**config.mk**
```make
export PLATFORM = sky130hd
export DESIGN_NAME = ia_compressor
export DESIGN_NICKNAME = d
export VERILOG_FILES = /design/src/rtl/ia_comp_pkg.sv /design/src/rtl/ia_nz_detect.sv /design/src/rtl/ia_compressor.sv
export SDC_FILE = /design/constraint.sdc
export NUM_CORES = 1
export LEC_CHECK = 0
export ABC_AREA = 1
export BUFFER_PORTS_ARGS = -buffer_cell sky130_fd_sc_hd__buf_2
export CORE_MARGIN = 8
export CORE_UTILIZATION = 25
export DETAILED_ROUTE_END_ITERATION = 7
export PLACE_DENSITY = 0.51
export REMOVE_ABC_BUFFERS = 1
export SYNTH_ARGS = -nofsm -noshare
export SYNTH_HDL_FRONTEND = slang
export SYNTH_SLANG_ARGS = --single-unit
```
**constraint.sdc**
```tcl
create_clock -name i_clk -period 2.75 [get_ports i_clk]
set_input_delay 0 -clock i_clk [delete_from_list [all_inputs] [get_ports i_clk]]
set_output_delay 0 -clock i_clk [all_outputs]
set_load 0.01 [all_outputs]
```
**src/rtl/ia_comp_pkg.sv**
```systemverilog
// Shared types, widths and helpers for the IA compressor.
// Holds the FSM state enum, default sizing and the iteration-count function.
package ia_comp_pkg;

    typedef enum logic [1:0] {
        S_COLLECT = 2'd0,
        S_ISSUE   = 2'd1,
        S_WAIT    = 2'd2
    } state_t;

    localparam int IA_CHANNELS = 32;
    localparam int IA_GROUP    = 32;
    localparam int IA_LEN_W    = $clog2(IA_CHANNELS) + 1;
    localparam int IA_CH_W     = $clog2(IA_CHANNELS);

    // Number of extra AIM passes: ceil(len/group)-1, zero for an empty vector.
    function automatic int ia_iters(input int len, input int group);
        if (len == 0)
            return 0;
        return (len + group - 1) / group - 1;
    endfunction

endpackage

```
**src/rtl/ia_nz_detect.sv**
```systemverilog
// Keep/drop decision for one dense IA beat (combinational).
// Ports: i_data (signed value), i_thresh (IA_COMP_THRESH_EN only), o_keep.
module ia_nz_detect #(
    parameter int DATA_W = 16
) (
    input  logic signed [DATA_W-1:0] i_data,
`ifdef IA_COMP_THRESH_EN
    input  logic        [DATA_W-2:0] i_thresh,
`endif
    output logic                     o_keep
);

`ifdef IA_COMP_THRESH_EN
    logic [DATA_W-1:0] neg;
    logic [DATA_W-2:0] mag;

    assign neg = -i_data;

    // |x| with the most-negative code saturated to the largest magnitude.
    always_comb begin
        mag = i_data[DATA_W-2:0];
        if (i_data[DATA_W-1]) begin
            if (i_data[DATA_W-2:0] == '0)
                mag = '1;
            else
                mag = neg[DATA_W-2:0];
        end
    end

    assign o_keep = (mag > i_thresh);
`else
    assign o_keep = |i_data;
`endif

endmodule

```
**src/rtl/ia_compressor.sv**
```systemverilog
// Packs a channel-serial dense IA vector into the sparse PE bundle.
// Ports: i_clk/i_rst, dense beat stream (i_valid/o_ready/i_data/i_last/i_h/i_w),
// bundle outputs o_ia_*, PE handshake o_pe_start/i_pe_finish, o_skip.
// Optional macro IA_COMP_THRESH_EN adds i_thresh magnitude thresholding.
module ia_compressor
    import ia_comp_pkg::*;
#(
    parameter int CHANNELS = IA_CHANNELS,
    parameter int DATA_W   = 16,
    parameter int CIDX_W   = 8,
    parameter int GROUP    = IA_GROUP,
    parameter int HW_W     = 7,
    localparam int LEN_W   = $clog2(CHANNELS) + 1,
    localparam int CH_W    = (CHANNELS > 1) ? $clog2(CHANNELS) : 1
) (
    input  logic                             i_clk,
    input  logic                             i_rst,
    input  logic                             i_valid,
    output logic                             o_ready,
    input  logic signed [DATA_W-1:0]         i_data,
    input  logic                             i_last,
    input  logic        [HW_W-1:0]           i_h,
    input  logic        [HW_W-1:0]           i_w,
`ifdef IA_COMP_THRESH_EN
    input  logic        [DATA_W-2:0]         i_thresh,
`endif
    output logic [CHANNELS-1:0][DATA_W-1:0]  o_ia_data,
    output logic [CHANNELS-1:0][CIDX_W-1:0]  o_ia_c_idx,
    output logic [LEN_W-1:0]                 o_ia_len,
    output logic [LEN_W-1:0]                 o_ia_iters,
    output logic [HW_W-1:0]                  o_ia_h,
    output logic [HW_W-1:0]                  o_ia_w,
    output logic                             o_pe_start,
    input  logic                             i_pe_finish,
    output logic                             o_skip
);

    state_t                          state;
    logic [CH_W-1:0]                 ch;
    logic [LEN_W-1:0]                len_q;
    logic [LEN_W-1:0]                iters_q;
    logic [CHANNELS-1:0][DATA_W-1:0] data_q;
    logic [CHANNELS-1:0][CIDX_W-1:0] cidx_q;
    logic [HW_W-1:0]                 h_q;
    logic [HW_W-1:0]                 w_q;
    logic                            skip_q;

    logic             first;
    logic             keep;
    logic             close;
    logic [LEN_W-1:0] base_len;
    logic [LEN_W-1:0] new_len;
    logic [CH_W-1:0]  slot;

    assign first    = (ch == '0);
    // A new vector restarts packing at slot 0 in the same cycle.
    assign base_len = first ? '0 : len_q;
    assign new_len  = base_len + LEN_W'(keep);
    assign slot     = base_len[CH_W-1:0];
    assign close    = i_last || (ch == CH_W'(CHANNELS - 1));

`ifdef IA_COMP_THRESH_EN
    logic [DATA_W-2:0] thresh_q;
    logic [DATA_W-2:0] thresh;

    // Threshold is taken live on the first beat, then held for the vector.
    assign thresh = first ? i_thresh : thresh_q;

    ia_nz_detect #(.DATA_W(DATA_W)) u_nz (
        .i_data   (i_data),
        .i_thresh (thresh),
        .o_keep   (keep)
    );
`else
    ia_nz_detect #(.DATA_W(DATA_W)) u_nz (
        .i_data (i_data),
        .o_keep (keep)
    );
`endif

    always_ff @(posedge i_clk) begin
        if (i_rst) begin
            state   <= S_COLLECT;
            ch      <= '0;
            len_q   <= '0;
            iters_q <= '0;
            data_q  <= '0;
            cidx_q  <= '0;
            h_q     <= '0;
            w_q     <= '0;
            skip_q  <= 1'b0;
`ifdef IA_COMP_THRESH_EN
            thresh_q <= '0;
`endif
        end else begin
            skip_q <= 1'b0;
            unique case (state)
                S_COLLECT: begin
                    if (i_valid) begin
                        if (first) begin
                            data_q <= '0;
                            cidx_q <= '0;
                            h_q    <= i_h;
                            w_q    <= i_w;
`ifdef IA_COMP_THRESH_EN
                            thresh_q <= i_thresh;
`endif
                        end
                        if (keep) begin
                            data_q[slot] <= i_data;
                            cidx_q[slot] <= CIDX_W'(ch);
                        end
                        len_q   <= new_len;
                        iters_q <= LEN_W'(ia_iters(32'(new_len), GROUP));
                        if (close) begin
                            ch <= '0;
                            if (new_len != '0)
                                state <= S_ISSUE;
                            else
                                skip_q <= 1'b1;
                        end else begin
                            ch <= ch + CH_W'(1);
                        end
                    end
                end
                // Finish is still high from the previous job here; ignore it.
                S_ISSUE: state <= S_WAIT;
                S_WAIT: begin
                    if (i_pe_finish)
                        state <= S_COLLECT;
                end
                default: state <= S_COLLECT;
            endcase
        end
    end

    assign o_ready    = (state == S_COLLECT);
    assign o_pe_start = (state == S_ISSUE);
    assign o_skip     = skip_q;
    assign o_ia_data  = data_q;
    assign o_ia_c_idx = cidx_q;
    assign o_ia_len   = len_q;
    assign o_ia_iters = iters_q;
    assign o_ia_h     = h_q;
    assign o_ia_w     = w_q;

endmodule

```
* After elaboration in Yosys (flattened, before gate mapping)
Cells that the tools add are included.
Widths: inputs -> output; s select.
** Word-level totals
- Input bits :: 35
- Register bits :: 802
- Logic and storage cells :: 131
- Output and inout bits :: 797
** Operators by class
- Multiplexer cells :: 29
- Equal/unequal tests :: 7
- $add $sub $neg :: 6
- Bitwise logic cells :: 4
- Reduce and logical (&&, ||, !) cells :: 12
- Magnitude comparators :: 2
** Operators with widths (count)
- $mux 512 :: 5
- $mux 256 :: 5
- $bwmux 512 :: 1
- $bwmux 256 :: 1
- $demux 16 s5 :: 1
- $demux 8 s5 :: 1
- $mux 16 :: 1
- $reduce_or 16->1 :: 1
- $add 6x1->6 :: 2
- $mux 6 :: 2
- $mux 2 :: 4
- $mux 8 :: 1
- $sub 7x1->8 const B :: 1
- $add 6x6->7 const B :: 1
- $logic_not 6->1 :: 1
- $lt 5x6->1 const B :: 1
- $pmux 2 s3 :: 1
- $reduce_bool 6->1 :: 1
- $sub 6x2->6 const B :: 1
- $add 5x1->5 const B :: 1
- $eq 5x5->1 const B :: 1
- $ge 5x1->1 const B :: 1
- $logic_not 5->1 :: 1
- $mux 1 :: 5
- 15 further kinds :: 19

* Depth between registers and ports, before layout
- Depth after elaboration :: 10
- Mapped depth :: 21
- Gate-level depth less buffers :: 20

* By module
From an unflattened synthesis, not the netlist that was laid out.
** Unflattened totals
- Cells, all modules :: 3671
- Area, all modules :: 28571.2 um^2
** Modules (own cells, without submodules)
- ia_compressor :: times used 1, cells each 3656, area an instance 28514.8 um^2, seq. area each 15995.3 um^2
- ia_nz_detect :: times used 1, cells each 15, area an instance 56.3 um^2, seq. area each 0.0 um^2

* Worst setup path after synthesis
OpenSTA, ideal clock, no wires.
- Path type :: flip-flop to flip-flop
- From :: register ch[0]
- To :: register iters_q[1], in the netlist o_ia_iters[1]
- Library setup time :: 70 ps
- Arrival time :: 2595 ps
- Data required time :: 2680 ps
- Period minus slack after synthesis :: 2665 ps
- Stages on the path, launching flop included :: 20
- Slack :: 85 ps
- Buffers on the path :: 1
- Cells stage by stage :: dfxtp_1 > clkbuf_1 > inv_1 > ha_1 > inv_1 > nor2_2 > nand2_4 > nand2_2 > inv_1 > ha_1 > ha_1 > nand4_1 > o21ai_0 > nand2_1 > nand2_1 > nand2_1 > ha_1 > inv_1 > nand2_1 > a21oi_1
** On the way
- Cells in the longest elaborated chain, start to end :: 10
- Elaborated cells between the ends (all ways) :: 15
- Those cells by class :: 5 x add/sub; 6 x mux; 1 x bitwise; 3 x reduce/logical
** Ends and longest elaborated chain
- from (decl) :: RTL line ia_compressor.sv:39 : logic [CH_W-1:0] ch;
- from (signal assigned) :: RTL line ia_compressor.sv:122 : ch <= ch + CH_W'(1);
- $logic_not 5->1 (*) :: RTL line ia_compressor.sv:55 : assign first = (ch == '0);
- $mux 6 (*) :: RTL line ia_compressor.sv:57 : assign base_len = first ? '0 : len_q;
- $add 6x1->6 (*) :: RTL line ia_compressor.sv:58 : assign new_len = base_len + LEN_W'(keep);
- $add 6x6->7 :: RTL line ia_comp_pkg.sv:20 : return (len + group - 1) / group - 1;
- $sub 7x1->8 :: RTL line ia_comp_pkg.sv:20
- $reduce_or 5->1 (no line)
- $and 1x1->1 (no line)
- $add 6x1->6 (no line)
- $sub 6x2->6 :: RTL line ia_comp_pkg.sv:20
- $mux 6 (*) :: RTL line ia_comp_pkg.sv:20
- to (signal assigned) :: RTL line ia_compressor.sv:114 : iters_q <= LEN_W'(ia_iters(32'(new_len), GROUP));
- to (decl) :: RTL line ia_compressor.sv:41 : logic [LEN_W-1:0] iters_q;
Mark *: on every way between the ends. The rest lies on a longest branch, timed or not. The select of a mux whose other input is x is not followed.
A chain may end at the register's enable or synchronous reset.

* Worst setup path in the final report
- From :: input i_data[12]
- To :: register iters_q[1], in the netlist o_ia_iters[1]
** On the way
- Cells in the longest elaborated chain, start to end :: 9
- Elaborated cells between the ends (all ways) :: 14
- Those cells by class :: 5 x add/sub; 5 x mux; 1 x bitwise; 3 x reduce/logical
** Ends and longest elaborated chain
- from (decl) :: RTL line ia_compressor.sv:20 : input logic signed [DATA_W-1:0] i_data,
- $reduce_or 16->1 (*) :: RTL line ia_nz_detect.sv:32 : assign o_keep = |i_data;
- $add 6x1->6 (*) :: RTL line ia_compressor.sv:58
- net new_len[1] :: RTL line ia_compressor.sv:52 : logic [LEN_W-1:0] new_len;
- $add 6x6->7 :: RTL line ia_comp_pkg.sv:20
- $sub 7x1->8 :: RTL line ia_comp_pkg.sv:20
- $reduce_or 5->1 (no line)
- $and 1x1->1 (no line)
- $add 6x1->6 (no line)
- $sub 6x2->6 :: RTL line ia_comp_pkg.sv:20
- $mux 6 (*) :: RTL line ia_comp_pkg.sv:20
Mark *: on every way through the listed nets, which the timed path passes. The rest lies on a longest branch. The select of a mux whose other input is x is not followed.

==> metrics.txt <==
largest net degree at the start of global routing about 160; YS warnings 0; GP Congestion between 0.7 and 0.8; CP Class input port to flip-flop; Core Footprint roughly 0.12 mm²; Crit-path slowest cell dlygate4sd3_1; H-tree levels 3; Post-DRT Antenna Nets 0; vias in the first global route around 27,000; final setup fails 0; total number of vias approximately 29,000; clock latency on the worst-skew pair around 0.65 ns; Placed Area 0.0353 mm²; Final Max Tran Viols 0; Tot Pwr about 26 mW; Sequential Area ~0.016 mm²; Layout Nets ~4,500; Pre-antenna DRT Iters 5; Seq/Total Area, Yosys between 50% and 60%; first-pass GRT wire length roughly 190,000 µm; unrepaired setup endpoints after global routing false; CP Launch Type input port; Post-Syn Area 0.0291 mm²; Worst-path clk slew around 0.06 ns; number of cell rows 125; most frequent CP cell nand2_1; Hold WC Path Type input port to flip-flop; Filler cells 12,300; worst setup path startpoint i_data[12]; Routed Wire Length about 140,000 µm; Worst Setup Slack, final about 0.23 ns; non-filler instance count after layout about 6,000; Max-cap violations 0; dpl cells between 5,000 and 6,000; CP Buf/Inv Count 4; Unique masters post-synth 25; RR Startpoint ch[0]; overall routing resource usage between 15 and 20%; WP data arrival about 3.1 ns; clk sink count approximately 800; area of the multi-input gates between 0.01 and 0.015 mm²; outcome finished, final reports clean; Iter 0 DRT Violations roughly 2,500; PD cells between 600 and 700 mW/mm²; postcts setup bufs 0; CP Capture Type flip-flop; final setup TNS 0 ns; Layout Utilization 33.4%; critical-path maximum fanout 3; Detailed Place HPWL between 80,000 and 90,000 µm; max incr delay on CP between 0.5 and 0.6 ns; hold_sp i_data[11]; average wire per standard cell about 23 µm; leak pwr roughly 16 nW; clk root buf clkbuf_16; initial antenna violation count 2; Die Span X around 360 µm; critical path, cell by cell dlygate4sd3_1, buf_2, inv_1, nand4_1, nor2_1, nand2_1, ha_1, ha_1, nor2_1, nand3_1, nor2_2, nand2_1, nand2_1, nand2_1, ha_1, inv_1, nand2_1, a21oi_1; Die Area ~0.13 mm²; endpoints failing hold 0; PortBufs approximately 830; layout cells sized above 1 26.8%; Area Overhead vs Synth 32.7%; Post-route DRC 0; Worst-Margin Slew roughly 0.84 ns; post-place setup slack around 0.11 ns; vias per cell between 4 and 5; CTS max path bufs 3; CP top delay family simple AND/OR/NAND/NOR gates; clk_skew 0.0243 ns; total CTS buffers 91; Mapped Cells between 3,000 and 4,000; fin crit share 91.8%; #FFs+latches synth about 800; Slew headroom 44.3%; crit path time final ~2.5 ns; Final Cell Area just under 0.04 mm²; # IOs approximately 830; CP required ~3.3 ns; remaining global-route overflow 0; maximum clock rate about 400 MHz; Vert. Die Dim between 300 and 400 µm; final hold slack roughly 0.06 ns; Peak VDD IR approximately 550 µV; TritonCTS clock tree built; Post-Syn Area per Cell just under 8 µm²; Starting Density 25.1%
## power by group
group          internal [mW]  switching, mW  total (mW)
combinational          0.501           1.68        2.18
sequential              11.7         0.0574        11.7
clock                   7.29           5.10        12.4
## cell usage in the layout (no fill, tap or decap)
cell type	netlist	final
nor2_1	172	146
o211ai_1	4	4
o21a_1	2	2
clkinv_8	0	2
a31oi_1	1	1
clkinvlp_4	0	1
dfxtp_4	0	1
nor2_2	26	29
a21oi_1	679	679
nand2_1	847	847
bufinv_16	0	4
nor3_1	3	3
nand2_4	1	1
buf_4	16	127
nor2_4	1	24
buf_12	0	33
clkbuf_1	153	25
diode_2	0	1
clkinv_4	0	2
nand3_1	692	692
clkbuf_8	0	25
inv_4	0	1
inv_6	0	4
inv_1	38	38
buf_8	0	1
dfxtp_2	0	1
dlygate4sd3_1	0	31
nand4_1	7	7
o21ai_0	22	21
buf_2	195	830
ha_1	6	6
a211oi_1	2	2
nand2_2	9	9
inv_2	7	4
o21ai_1	0	1
clkbuf_16	0	93
clkinv_2	0	12
inv_8	0	2
nand3_2	1	1
dfxtp_1	799	797
## registers in the layout, summed over array words and instances, names as in the netlist
signal,flops
o_ia_h,7
state,2
o_ia_c_idx,256
o_skip,1
o_ia_w,7
o_ia_data,512
o_ia_len,6
ch,5
o_ia_iters,3
## timing repair
item                       CTS  global route
hold buffers                31             0
hold endpoints to repair   272             0
setup endpoints to repair    0            32
resized for setup            0             6
## cell type report
class	instances	share of cell area, %
Clock buffer	143	7.15
Sequential cell	799	41.4
Antenna cell	1	0.00647
Inverter	45	0.473
Timing Repair Buffer	1022	15.8
Clock inverter	25	0.715
Multi-Input combinational cell	2475	29.6
Tap cell	1524	4.93
## worst reg2reg max path, cell delays in order (launching register included)
cell     delay (ns)
dfxtp_4        0.34
inv_1          0.07
ha_1           0.14
inv_1          0.04
nor2_2         0.12
nand2_4        0.06
buf_4          0.16
buf_4          0.17
nand2_1        0.08
nand3_1        0.19
buf_4          0.25
nor2_2         0.23
nand2_1        0.12
buf_4          0.24
nand3_1        0.10
a21oi_1        0.06
## Yosys cell counts, drive strengths merged
cell type,number,area [µm²]
nand2,857,3250
dfxtp,799,16000
nand3,693,3470
a21oi,679,3400
buf,219,1130
nor2,199,820
clkbuf,153,574
inv,45,169
o21ai,22,110
nand4,7,43.8
ha,6,75.1
o211ai,4,30.0
nor3,3,15.0
a211oi,2,15.0
o21a,2,15.0
a31oi,1,6.26
## routing by layer
| layer | global-route usage, % | up-vias | share of wire, % |
|---|---|---|---|
| met4 | 6.88 | 0 | 3.4 |
| li1 | - | 13800 | - |
| met5 | 0 | - | 0 |
| met3 | 6.00 | 214 | 8.5 |
| met2 | 32.3 | 1112 | 46 |
| met1 | 25.1 | 13800 | 42 |
## cell families (layout without fill, tap and decap cells)
kind of cell	Yosys count	after routing	share of synthesized area [%]
AND/OR/NAND/NOR	1759	1759	26.1
adder cells (fa/ha/maj)	6	6	0.258
other	0	1	0
AO/OA/AOI/OAI	710	710	12.3
flip-flops	799	799	54.9
buffers and inverters	417	1235	6.45
## worst paths after layout
check	to	slack [ns]	cells after the start
min reg2reg	o_ia_c_idx[157]	0.44	2
max reg2reg	o_ia_data[26]	0.24	15
max	o_ia_iters[1]	0.23	18
min	o_ia_data[475]	0.06	6
Note: power is estimated with default switching activity, not from simulation.
